<file path="config.mk">
export PLATFORM = sky130hd
export DESIGN_NAME = lmsm_sequencer
export DESIGN_NICKNAME = d
export VERILOG_FILES = /design/src/rtl/lmsm_sequencer.sv
export SDC_FILE = /design/constraint.sdc
export NUM_CORES = 1
export LEC_CHECK = 0
export CORE_MARGIN = 2
export CORE_UTILIZATION = 49
export CTS_BUF_LIST = sky130_fd_sc_hd__clkbuf_8
export CTS_CLUSTER_DIAMETER = 150
export CTS_CLUSTER_SIZE = 10
export DETAILED_ROUTE_END_ITERATION = 10
export PLACE_DENSITY = 0.82
export SLEW_MARGIN = 20
export SYNTH_ARGS = -nofsm -noshare
export SYNTH_HDL_FRONTEND = slang
export SYNTH_SLANG_ARGS = --single-unit
export TNS_END_PERCENT = 100
</file>
<file path="constraint.sdc">
create_clock -name clk -period 2.7 [get_ports clk]
set_clock_uncertainty 0.1 [all_clocks]
set_input_delay 0.54 -clock clk [delete_from_list [all_inputs] [get_ports clk]]
set_output_delay 0.54 -clock clk [all_outputs]
set_load 0.005 [all_outputs]
</file>
<file path="src/rtl/lmsm_sequencer.sv">
// LM/SM register-list sequencer: walks an 8-bit mask lowest-index-first.
// Optional abort input enabled by defining LMSM_ABORT_EN.
module lmsm_sequencer #(
  parameter int NREG = 8,
  parameter int AW   = 3,
  parameter int CW   = 4
) (
  input  logic            clk,
  input  logic            rst_n,
  input  logic            start,
  input  logic [NREG-1:0] reg_list,
  input  logic            advance,
`ifdef LMSM_ABORT_EN
  input  logic            abort,
`endif
  output logic            valid,
  output logic [AW-1:0]   reg_addr,
  output logic [NREG-1:0] reg_onehot,
  output logic [CW-1:0]   xfer_count,
  output logic            busy,
  output logic            done
);

  typedef enum logic [1:0] {
    IDLE,
    ACTIVE,
    FINISH
  } state_t;

  state_t          state_q;
  logic [NREG-1:0] pending_q;
  logic [CW-1:0]   count_q;
  logic            busy_q;
  logic            done_q;

  logic [AW-1:0]   enc;
  logic            found;
  logic [NREG-1:0] oh;
  logic            last;
  logic            abort_w;

`ifdef LMSM_ABORT_EN
  assign abort_w = abort;
`else
  assign abort_w = 1'b0;
`endif

  // Lowest set bit of the pending mask wins.
  always_comb begin
    enc   = '0;
    found = 1'b0;
    for (int i = 0; i < NREG; i++) begin
      if (pending_q[i] && !found) begin
        enc   = AW'(i);
        found = 1'b1;
      end
    end
  end

  assign valid      = (state_q == ACTIVE);
  assign reg_addr   = valid ? enc : '0;
  assign oh         = NREG'(1) << enc;
  assign reg_onehot = valid ? oh : '0;
  assign last       = ((pending_q & ~oh) == '0);
  assign xfer_count = count_q;
  assign busy       = busy_q;
  assign done       = done_q & ~abort_w;

  // Control FSM: latch mask, retire one bit per accepted beat.
  always_ff @(posedge clk or negedge rst_n) begin
    if (!rst_n) begin
      state_q   <= IDLE;
      pending_q <= '0;
      count_q   <= '0;
      busy_q    <= 1'b0;
      done_q    <= 1'b0;
    end else begin
      unique case (state_q)
        IDLE: begin
          if (start) begin
            pending_q <= reg_list;
            count_q   <= '0;
            busy_q    <= 1'b1;
            if (|reg_list) begin
              state_q <= ACTIVE;
            end else begin
              state_q <= FINISH;
              done_q  <= 1'b1;
            end
          end
        end
        ACTIVE: begin
          if (abort_w) begin
            state_q   <= IDLE;
            pending_q <= '0;
            busy_q    <= 1'b0;
          end else if (advance) begin
            pending_q <= pending_q & ~oh;
            if (count_q < CW'(NREG)) begin
              count_q <= count_q + 1'b1;
            end
            if (last) begin
              state_q <= FINISH;
              done_q  <= 1'b1;
            end
          end
        end
        FINISH: begin
          state_q   <= IDLE;
          pending_q <= '0;
          busy_q    <= 1'b0;
          done_q    <= 1'b0;
        end
        default: begin
          state_q   <= IDLE;
          pending_q <= '0;
          busy_q    <= 1'b0;
          done_q    <= 1'b0;
        end
      endcase
    end
  end

endmodule

</file>
# Word-level counts from Yosys, hierarchy flattened
# Index checks and enable logic that the tools add are counted.
# Widths: inputs -> output; s select.
[totals] reg_bits=16 input_bits=12 output_inout_bits=18 wordCells=75
[classes] n_addsub=1 n_lt_le_gt_ge=1 eq_ne=6 shift=1 muxes=35 n_bitwise=3 reduce_logical=23
[ops] cell="$mux 8" n=3
[ops] cell="$pmux 8 s2" n=1
[ops] cell="$mux 3" n=5
[ops] cell="$mux 1" n=13
[ops] cell="$mux 2" n=6
[ops] cell="$mux 4" n=3
[ops] cell="$and 8x8->8" n=1
[ops] cell="$logic_not 8->1" n=1
[ops] cell="$not 8->8" n=1
[ops] cell="$pmux 4 s2" n=1
[ops] cell="$reduce_and 4->1" n=2
[ops] cell="$reduce_or 8->1" n=1
[ops] cell="$shl 1x3->8 const A" n=1
[ops] cell="$logic_and 1x1->1" n=7
[ops] cell="$logic_not 1->1" n=7
[ops] cell="$ne 2x2->1 const B" n=3
[ops] cell="$add 4x1->4 const B" n=1
[ops] cell="$lt 4x4->1 const B" n=1
[ops] cell="$ne 2x1->1 const B" n=2
[ops] cell="$pmux 1 s2" n=2
[ops] cell="$pmux 2 s2" n=1
[ops] cell="$reduce_and 2->1" n=2
[ops] cell="$reduce_and 3->1" n=1
[ops] cell="$eq 2x1->1 const B" n=1
[ops] cell="other kinds (3)" n=3

# Logic depth before layout (Yosys ltp)
# Gate-level depths: netlist of the first run.
[depth] ltp_word=29 ltp_mapped=7

# Worst setup path after synthesis of the first run
# OpenSTA, ideal clock, no wires.
[synth_path] kind="flip-flop to output port" start="register pending_q[1]" end="output reg_addr[0]" t_arrival_ns=1.730 required_ns=2.060 path_slack_ns=0.330 path_stages_with_launch=6 cell_sequence="dfrtp_1 > buf_6 > or4_4 > or2_4 > or3_1 > a21oi_1"
[synth_between] elab_chain_cells=21 elab_cells_between_ends=27
[synth_rtl] element="start: declaration" line="31" source="logic [NREG-1:0] pending_q;"
[synth_rtl] element="start signal: assignment" line="81" source="pending_q <= reg_list;"
[synth_rtl] element="start signal: assignment" line="98" source="pending_q <= pending_q & ~oh;"
[synth_rtl] element="$logic_and 1x1->1 (*)" line="53" source="if (pending_q[i] && !found) begin"
[synth_rtl] element="$mux 1" line="53"
[synth_rtl] element="$logic_not 1->1" line="53"
[synth_rtl] element="$logic_and 1x1->1" line="53"
[synth_rtl] element="$mux 1" line="53"
[synth_rtl] element="$logic_not 1->1" line="53"
[synth_rtl] element="$logic_and 1x1->1" line="53"
[synth_rtl] element="$mux 1" line="53"
[synth_rtl] element="(+5 left out)"
[synth_rtl] element="$mux 1" line="53"
[synth_rtl] element="$logic_not 1->1" line="53"
[synth_rtl] element="$logic_and 1x1->1" line="53"
[synth_rtl] element="$mux 1" line="53"
[synth_rtl] element="$logic_not 1->1" line="53"
[synth_rtl] element="$logic_and 1x1->1" line="53"
[synth_rtl] element="$mux 3 (*)" line="53"
[synth_rtl] element="$mux 3 (*)" line="61" source="assign reg_addr = valid ? enc : '0;"
[synth_rtl] element="end: declaration" line="17" source="output logic [AW-1:0] reg_addr,"
# Every way passes the cells marked *; elsewhere a longest branch is shown, timed or not.

# Final worst setup path of the first run
[layout_path] start="register pending_q[0]" end="output reg_onehot[7]"
[layout_between] elab_chain_cells=24 elab_cells_between_ends=30
[layout_rtl] element="$mux 1 (*)" line="53"
[layout_rtl] element="$logic_not 1->1" line="53"
[layout_rtl] element="$logic_and 1x1->1" line="53"
[layout_rtl] element="$mux 1" line="53"
[layout_rtl] element="$logic_not 1->1" line="53"
[layout_rtl] element="$logic_and 1x1->1" line="53"
[layout_rtl] element="$mux 1" line="53"
[layout_rtl] element="$logic_not 1->1" line="53"
[layout_rtl] element="(+8 left out)"
[layout_rtl] element="$logic_not 1->1" line="53"
[layout_rtl] element="$logic_and 1x1->1" line="53"
[layout_rtl] element="$mux 1" line="53"
[layout_rtl] element="$logic_not 1->1" line="53"
[layout_rtl] element="$logic_and 1x1->1" line="53"
[layout_rtl] element="$mux 3 (*)" line="53"
[layout_rtl] element="$shl 1x3->8 (*)" line="62" source="assign oh = NREG'(1) << enc;"
[layout_rtl] element="$mux 8 (*)" line="63" source="assign reg_onehot = valid ? oh : '0;"
[layout_rtl] element="end: declaration" line="18" source="output logic [NREG-1:0] reg_onehot,"
# Marked as above.

==> out/metrics.csv, run 1 <==
metric,value,unit
Setup crit start kind,flop,
wire length on met3,130,um
first-pass GRT wire length,4650,um
Clock Tree Buf Depth,2,
Post-DP Area,1430,um^2
clk slew on worst S/H paths,60,ps
HP Class,reg -> reg,
HP Start,done$_DFFE_PN0P_,
Synth async-reset ratio,100,%
"flops & latches, synth",16,
IO Pins,30,
Worst R2R Setup Slack,250,ps
Layout Nets,175,
gr ovfl total,0,
Core ar.,2000,um^2
ratio of cells with drive above 1 in the final layout,18.8,%
Cells after Synth,123,
antenna cell count,0,
RSZ-0062 raised after global routing,true,
# rows,16,
vias in the first global route,1051,
"most common cell after layout, fill and taps aside",clkdlybuf4s50_1,
initial antenna violation count,0,
Yosys Warn Count,0,
final worst path period share,97.3,%
Post-Syn Area per Cell,8.59,um^2
cts bufs inserted,3,
maximum achievable frequency,381,MHz
Clock Root Buffer,clkbuf_8,
"Seq/Total Area, Yosys",37.9,%
DR iter-0 viols,28,
crit path kind,reg -> out,
drt pass-1 iters,4,
GPL Wtd Cong,0.884,
Final Power,0.00191,W
HPWL Detailed,2050,um
WL per Instance,14.8,um
largest net degree at the start of global routing,20,
drt total wl,2770,um
crit path time final,2630,ps
mean number of vias per cell,5.71,
top_reg_cell synth,dfrtp_1,
"Hold Violations, Final",0,
Met2 Routed Length,1430,um
maximum fanout along the worst path,4,
Synth cell types,40,
"Core Util, Final",74.6,%
Top Layer Used,met4,
Inst Count DP,184,
Power Dens Cells,1280,nW/um^2
post-route cell area,1490,um^2
FILL cells,158,
Synth-to-Final Area Change,41.4,%
Mapped Area,1060,um^2
Max VDD drop,0.710,mV
Slew @ Worst Pin,722,ps
r2r startpoint,pending_q[0]$_DFFE_PN0P_,
hold depth,2,
Post-Route M1 WL,1180,um
hold endpoint,done$_DFFE_PN0P_,
"EDFF count, synth",0,
Die Y,50.4,um
# DRC,0,
clk_lat worst skew,240,ps
Worst EP arrival,1990,ps
final non-filler cell total,187,
slew margin rel.,51.7,%
number of I/O port buffers,29,
critical path required time,2060,ps
final count of pins violating max slew,0,
Max H-tree Level,1,
syn_nets,136,
clock sink count,16,
maxcap violations,0,
Detail Route Antenna Nets,0,
most frequent cells in the layout,"25 x clkdlybuf4s50_1, 16 x dfrtp_1, 12 x buf_4",
Die Area,2540,um^2
Die Wd,50.4,um
CP endpoint kind,output pin,
static leakage,0.633,nW
setup violators final,0,
"Hold-fix buffers, CTS",0,
TritonCTS clock tree,yes,
Initial Util,52.8,%
outcome,completed,
total number of vias,1067,
setup_tns,0,ps
reg2reg end,done$_DFFE_PN0P_,
R2R depth,6,
Total GRT Usage,24.0,%
[stage by stage]
stage / hold WS, ps / setup WS (ps)
after floorplan: 144 / 330
after global placement: 386 / -59.0
after detailed placement: 416 / -72.0
after CTS: 428 / -25.2
after global routing: 485 / -12.0
final: 430 / 74.0
[cells by family after synthesis]
family,after synthesis,synth area share (%)
AOI/OAI and AO/OA,36,23.6
xor gates and xnor gates,1,0.830
adders and majority gates,3,3.20
buffers and inverters,14,6.16
DFF,16,37.9
muxes,3,3.08
and+or+nand+nor,50,25.2
[power by group]
part           internal (W)  leakage [nW]  switching (W)
combinational      0.000662         0.408       0.000652
sequential         0.000340         0.203      0.0000782
clock             0.0000987        0.0216      0.0000749
[worst max-delay path, cell delays in order, from the launching register on]
cell and delay [ps]:
dfrtp_1 380, or4_4 540, or2_4 240, buf_4 150, nor3_1 180, dlygate4sd2_1 260
[cell type report]
class / count / area, um^2 / share of cell area [%]
clock buffers: 3 / 41.3 / 2.77
well taps: 27 / 33.8 / 2.26
inverters: 7 / 26.3 / 1.76
multi-input cells: 93 / 619 / 41.5
repair buffers: 41 / 372 / 24.9
flip-flops and latches: 16 / 400 / 26.8
[worst max path at each step]
stage | start | to | depth (start not counted)
4_1_cts | pending_q[0]$_DFFE_PN0P_ | reg_addr[0] | 5
3_3_place_gp | pending_q[0]$_DFFE_PN0P_ | reg_addr[0] | 5
5_1_grt | pending_q[3]$_DFFE_PN0P_ | reg_onehot[4] | 7
3_5_place_dp | pending_q[0]$_DFFE_PN0P_ | reg_addr[0] | 5
2_1_floorplan | pending_q[1]$_DFFE_PN0P_ | reg_addr[0] | 5
6_report | pending_q[0]$_DFFE_PN0P_ | reg_onehot[7] | 5
[sequential cells by signal, summed over array words and instances, names as in the netlist]
signal and cells:
state_q 2, busy 1, xfer_count 4, done 1, pending_q 8
[synthesized netlist by cell type (2+ instances only)]
cell type / number / area [um^2]
nand2_1: 11 / 41.3
a21oi_1: 8 / 40.0
dfrtp_1: 16 / 400
nor2b_1: 6 / 37.5
buf_2: 4 / 20.0
nor3_1: 6 / 30.0
nor2_1: 10 / 37.5
o21ai_0: 9 / 45.0
nor4_1: 2 / 12.5
or2_4: 2 / 17.5
inv_1: 7 / 26.3
a32oi_1: 3 / 26.3
mux2_2: 2 / 22.5
a31oi_1: 3 / 18.8
nand2b_1: 3 / 18.8
o22ai_1: 4 / 25.0
clkbuf_1: 2 / 7.51
and3_1: 3 / 18.8
[layer usage]
layer / track usage (%) / vias to the layer above
li1: - / 522
met1: 28.9 / 500
met2: 44.1 / 41
met3: 2.68 / 4
met4: 8.11 / 0
met5: 0 / -
[what timing repair did]
| item | in CTS | in global routing |
|---|---|---|
| buffers inserted | 0 | 0 |
| endpoints found under the setup margin | 7 | 4 |
| pin swaps | 1 | 0 |
| gates resized for setup | 10 | 6 |
Note: power is estimated with default switching activity, not from simulation.
==> run 2, diff against run 1 <==
Settings changed: CORE_UTILIZATION 49 to 44, PLACE_DENSITY 0.82 to 0.78, SKIP_CTS_REPAIR_TIMING set to 1.
Clock period 2.7 ns to 2.1 ns, I/O delays scaled along.
==> run 2 against run 1 <==
Against the previous run:
- the flow now finishes with violations (negative setup slack)
- setup slack worse by 510 ps
- clock-buffer cell count grew 1
- sequential power rose by 28%
- sequential cell count did not move
- largest power group unchanged
==> out/metrics.csv, run 2 (synthesis results as in run 1) <==
metric,value,unit,change
outcome,"finished, violations left",,was completed
failing checks,negative setup slack,,
maximum achievable frequency,395,MHz,
Initial Util,47.3,%,was 52.8%
Max VDD drop,1.05,mV,was 0.710 mV
Die Y,53.0,um,was 50.4 um
gr ovfl total,0,,unchanged
first-pass GRT wire length,4690,um,was 4650 um
r2r startpoint,pending_q[3]$_DFFE_PN0P_,,was pending_q[0]$_DFFE_PN0P_
clock sink count,16,,unchanged
CP endpoint kind,output pin,,unchanged
final count of pins violating max slew,0,,unchanged
final non-filler cell total,200,,was 187
setup violators final,10,,was 0
crit path kind,reg -> out,,unchanged
initial antenna violation count,0,,unchanged
FILL cells,168,,was 158
TritonCTS clock tree,yes,,unchanged
"Hold Violations, Final",0,,unchanged
mean number of vias per cell,5.63,,was 5.71
critical path required time,1580,ps,was 2060 ps
drt pass-1 iters,4,,unchanged
reg2reg end,done$_DFFE_PN0P_,,unchanged
largest net degree at the start of global routing,20,,unchanged
Worst R2R Setup Slack,-310,ps,was 250 ps
Layout Nets,186,,was 175
Slew @ Worst Pin,410,ps,was 722 ps
clk slew on worst S/H paths,60,ps,about the same
Inst Count DP,196,,was 184
ratio of cells with drive above 1 in the final layout,29.1,%,was 18.8%
"Core Util, Final",73.3,%,was 74.6%
cts bufs inserted,3,,unchanged
RSZ-0062 raised after global routing,true,,unchanged
dpl ws,-570,ps,was -72.0 ps
WL per Instance,15.0,um,was 14.8 um
Core ar.,2230,um^2,was 2000 um^2
HP Class,in -> async,,was reg -> reg
most frequent cells in the layout,"22 x clkdlybuf4s50_1, 22 x buf_4, 16 x dfrtp_1",,"was 25 x clkdlybuf4s50_1, 16 x dfrtp_1, 12 x buf_4"
vias in the first global route,1115,,was 1051
total number of vias,1126,,was 1067
Setup crit start kind,flop,,unchanged
Power Dens Cells,1660,nW/um^2,was 1280 nW/um^2
HPWL Detailed,2200,um,was 2050 um
Worst EP arrival,2010,ps,was 1990 ps
Die Area,2810,um^2,was 2540 um^2
worst setup margin,-434,ps,was 74.0 ps
clk_lat worst skew,250,ps,was 240 ps
drt total wl,3000,um,was 2770 um
Die Wd,53.0,um,was 50.4 um
maximum fanout along the worst path,3,,was 4
Clock Root Buffer,clkbuf_8,,unchanged
Clock Tree Buf Depth,2,,unchanged
max FFs per register,8,,unchanged
DR iter-0 viols,33,,was 28
Hold Slack,383,ps,was 430 ps
final worst path period share,121,%,
Max H-tree Level,1,,unchanged
# rows,17,,was 16
Synth-to-Final Area Change,55.0,%,was 41.4%
Largest Register,pending_q,,unchanged
static leakage,0.767,nW,was 0.633 nW
Total GRT Usage,22.9,%,was 24.0%
GPL Wtd Cong,0.902,,was 0.884
crit path time final,2530,ps,
IO Pins,30,,unchanged
# DRC,0,,unchanged
antenna cell count,0,,unchanged
slew margin rel.,72.4,%,was 51.7%
Detail Route Antenna Nets,0,,unchanged
number of I/O port buffers,29,,unchanged
R2R depth,6,,unchanged
maxcap violations,0,,unchanged
-- run 2: area by class of cell --
cell class | instances | area [um^2] | area share (%)
repair buffers | 52 | 462 | 28.2
flip-flops and latches | 16 | 400 | 24.5
clock buffers | 4 | 55.1 | 3.36
multi-input cells | 93 | 658 | 40.2
inverters | 7 | 26.3 | 1.61
well taps | 28 | 35.0 | 2.14
-- run 2: how the worst max path moves through the flow --
stage	start	endpoint	slack, ps	cells after the start
CTS	pending_q[0]$_DFFE_PN0P_	reg_addr[0]	-850	5
detailed placement	pending_q[0]$_DFFE_PN0P_	reg_addr[0]	-570	5
global route	pending_q[4]$_DFFE_PN0P_	reg_onehot[0]	-480	5
global placement	pending_q[0]$_DFFE_PN0P_	reg_addr[0]	-530	5
floorplan	pending_q[1]$_DFFE_PN0P_	done$_DFFE_PN0P_	-180	6
finish	pending_q[3]$_DFFE_PN0P_	reg_addr[0]	-430	5
-- run 2: power by group --
| group | internal (W) | leakage, nW | switching, W |
|---|---|---|---|
| clock | 0.000166 | 0.0288 | 0.000108 |
| combinational | 0.000981 | 0.535 | 0.000931 |
| sequential | 0.000437 | 0.203 | 0.0000962 |
| total | 0.00158 | 0.767 | 0.00113 |
-- run 2: worst max-delay path, stage by stage (launching register included) --
cell,delay (ps)
dfrtp_1,380
or4_4,540
or2_4,240
or3_4,340
a21oi_2,130
clkbuf_2,120
-- run 2: through the flow --
stage          instance area (um^2)  total power [W]  TNS, ps
6_report                       1640          0.00272    -2840
5_1_grt                        1640          0.00293    -3620
4_1_cts                        1570          0.00257    -5370
3_5_place_dp                   1520          0.00228    -2760
3_3_place_gp                   1520          0.00223    -2460
2_1_floorplan                  1060          0.00150     -554
-- run 2: routing by layer --
metal	GRT usage [%]	vias to the layer above	part of all wire (%)
li1	-	545	-
met5	0	-	0
met4	10.3	0	2.5
met3	3.39	8	4.3
met1	25.0	536	40
met2	42.9	37	53
==> run 3, diff against run 2 <==
Settings changed: CAP_MARGIN set to 15, CORE_ASPECT_RATIO set to 0.8.
==> run 3 against run 2 <==
Against the previous run:
- the flow finishes with violations (design-rule violations, negative setup slack)
- via count grew 2.4%
- critical path depth is the same
- sequential share of layout area shrank 0.67 points
- register-to-register slack is essentially flat
- cell area grew 2.8%
- die area is essentially flat
- setup slack gained 11 ps
- global-route usage shrank 0.11 points
- sequential power is essentially flat
- clock power is essentially flat
- worst hold slack gained 22 ps
- total power grew 7.7%
- critical path type unchanged
- critical endpoint unchanged
- largest cell class unchanged
- largest power group unchanged
- highest routed layer is now met3
==> out/metrics.csv, run 3 (synthesis results as in run 1) <==
metric,value,unit,change
outcome,"finished, violations left",,unchanged
failing checks,"design-rule violations, negative setup slack",,was negative setup slack
Initial Util,47.7,%,was 47.3%
clock sink count,16,,unchanged
worst setup margin,-423,ps,was -434 ps
clk_lat worst skew,250,ps,about the same
DR iter-0 viols,59,,was 33
Synth-to-Final Area Change,59.4,%,was 55.0%
FF/Latch Area,400,um^2,unchanged
largest net degree at the start of global routing,20,,unchanged
gr ovfl total,0,,unchanged
worst-path cell chain,or4_4 -> or2_4 -> or3_4 -> a21oi_2 -> buf_2,,was or4_4 -> or2_4 -> or3_4 -> a21oi_2 -> clkbuf_2
Setup crit start kind,flop,,unchanged
post-route cell area,1680,um^2,was 1640 um^2
switching fraction of total power,42.4,%,was 41.7%
Die Area,2810,um^2,about the same
# rows,15,,was 17
antenna cell count,0,,unchanged
maximum fanout along the worst path,3,,unchanged
CP endpoint kind,output pin,,unchanged
Worst EP arrival,2000,ps,was 2010 ps
drt total wl,3220,um,was 3000 um
Max VDD drop,0.763,mV,was 1.05 mV
max FFs per register,8,,unchanged
RSZ-0062 raised after global routing,true,,unchanged
cts bufs inserted,3,,unchanged
first-pass GRT wire length,4700,um,was 4690 um
Detail Route Antenna Nets,0,,unchanged
Power Dens Cells,1740,nW/um^2,was 1660 nW/um^2
clk slew on worst S/H paths,70,ps,was 60 ps
mean number of vias per cell,5.77,,was 5.63
crit-path max cell delay,540,ps,about the same
"most common cell after layout, fill and taps aside",buf_4,,
Largest Register,pending_q,,unchanged
setup violators final,11,,was 10
static leakage,0.770,nW,was 0.767 nW
maximum achievable frequency,396,MHz,was 395 MHz
Layout Nets,189,,was 186
total number of vias,1153,,was 1126
initial antenna violation count,0,,unchanged
FILL cells,163,,was 168
crit path kind,reg -> out,,unchanged
# DRC,3,,was 0
TritonCTS clock tree,yes,,unchanged
ratio of cells with drive above 1 in the final layout,34.9,%,was 29.1%
vias in the first global route,1040,,was 1115
Clock Root Buffer,clkbuf_8,,unchanged
Net Switching,0.00124,W,was 0.00113 W
combinational share of power,72.4,%,was 70.3%
most frequent cells in the layout,"24 x buf_4, 19 x clkdlybuf4s50_1, 16 x dfrtp_1",,"was 22 x clkdlybuf4s50_1, 22 x buf_4, 16 x dfrtp_1"
Internal Power,0.00169,W,was 0.00158 W
Final Power,0.00293,W,was 0.00272 W
HP Class,in -> async,,unchanged
Hold Slack,404,ps,was 383 ps
number of I/O port buffers,29,,unchanged
maxcap violations,0,,unchanged
"Core Util, Final",76.0,%,was 73.3%
Clock Power Share,9.3,%,was 10.1%
sequential power share,18.3,%,was 19.6%
slew margin rel.,71.0,%,was 72.4%
GPL Wtd Cong,0.826,,was 0.902
Die Y,47.8,um,was 53.0 um
Worst path slowest cell,or4_4,,unchanged
final count of pins violating max slew,0,,unchanged
multi-input logic area,696,um^2,was 658 um^2
Total GRT Usage,22.8,%,was 22.9%
Post-DP Area,1510,um^2,was 1520 um^2
final worst path period share,120,%,was 121%
Die Wd,58.8,um,was 53.0 um
"Hold Violations, Final",0,,unchanged
Core ar.,2210,um^2,was 2230 um^2
IO Pins,30,,unchanged
critical path required time,1580,ps,about the same
Slew @ Worst Pin,432,ps,was 410 ps
crit path time final,2520,ps,was 2530 ps
WL per Instance,16.1,um,was 15.0 um
drt pass-1 iters,7,,was 4
HPWL Detailed,2220,um,was 2200 um
Clock Tree Buf Depth,2,,unchanged
Max H-tree Level,1,,unchanged
-- run 3: power by group through the flow --
stage	Combinational [W]	Sequential [W]	Clock (W)
2_1_floorplan	0.000952	0.000548	0
3_3_place_gp	0.00171	0.000514	0
3_5_place_dp	0.00177	0.000520	0
4_1_cts	0.00178	0.000518	0.000275
5_1_grt	0.00229	0.000552	0.000291
6_report	0.00212	0.000537	0.000272
-- run 3: cell type report --
type,instances,area share (%)
Clock buffer,4,3.27
Inverter,7,1.71
Multi-Input combinational cell,93,41.3
Sequential cell,16,23.8
Tap cell,25,1.86
Timing Repair Buffer,55,28.0
-- run 3: final timing paths --
path                                           from                        to  slack, ps  cells past startpoint
max                        pending_q[2]$_DFFE_PN0P_               reg_addr[0]       -420                      5
min                                           rst_n  pending_q[6]$_DFFE_PN0P_        400                      2
max reg2reg                pending_q[2]$_DFFE_PN0P_          done$_DFFE_PN0P_       -310                      6
min reg2reg                        busy$_DFFE_PN0P_          busy$_DFFE_PN0P_        410                      2
max in group asynchronous                     rst_n  pending_q[2]$_DFFE_PN0P_       1310                      2
min in group clk                   busy$_DFFE_PN0P_          busy$_DFFE_PN0P_        410                      2
-- run 3: per-layer routing --
metal  part of all wire, %  track usage (%)  routed length, um
met5                     0                0                  0
met2                    51             39.8               1640
met4                     0             5.91                  0
met1                    44             30.9               1420
met3                   5.0             2.43                160
-- run 3: per-stage QoR --
stage | std cells | setup slack (ps) | setup TNS, ps
floorplan | 123 | -178 | -554
global placement | 192 | -536 | -2560
detailed placement | 192 | -555 | -3080
CTS | 196 | -831 | -5660
global route | 200 | -487 | -2820
finish | 200 | -423 | -1960
-- run 3: worst max-delay path, delay by kind of cell (launching register included) --
family / cells / cell delay [ps]
AOI/OAI and AO/OA: 1 / 140
buffers and inverters: 1 / 120
DFF: 1 / 380
and+or+nand+nor: 3 / 1130
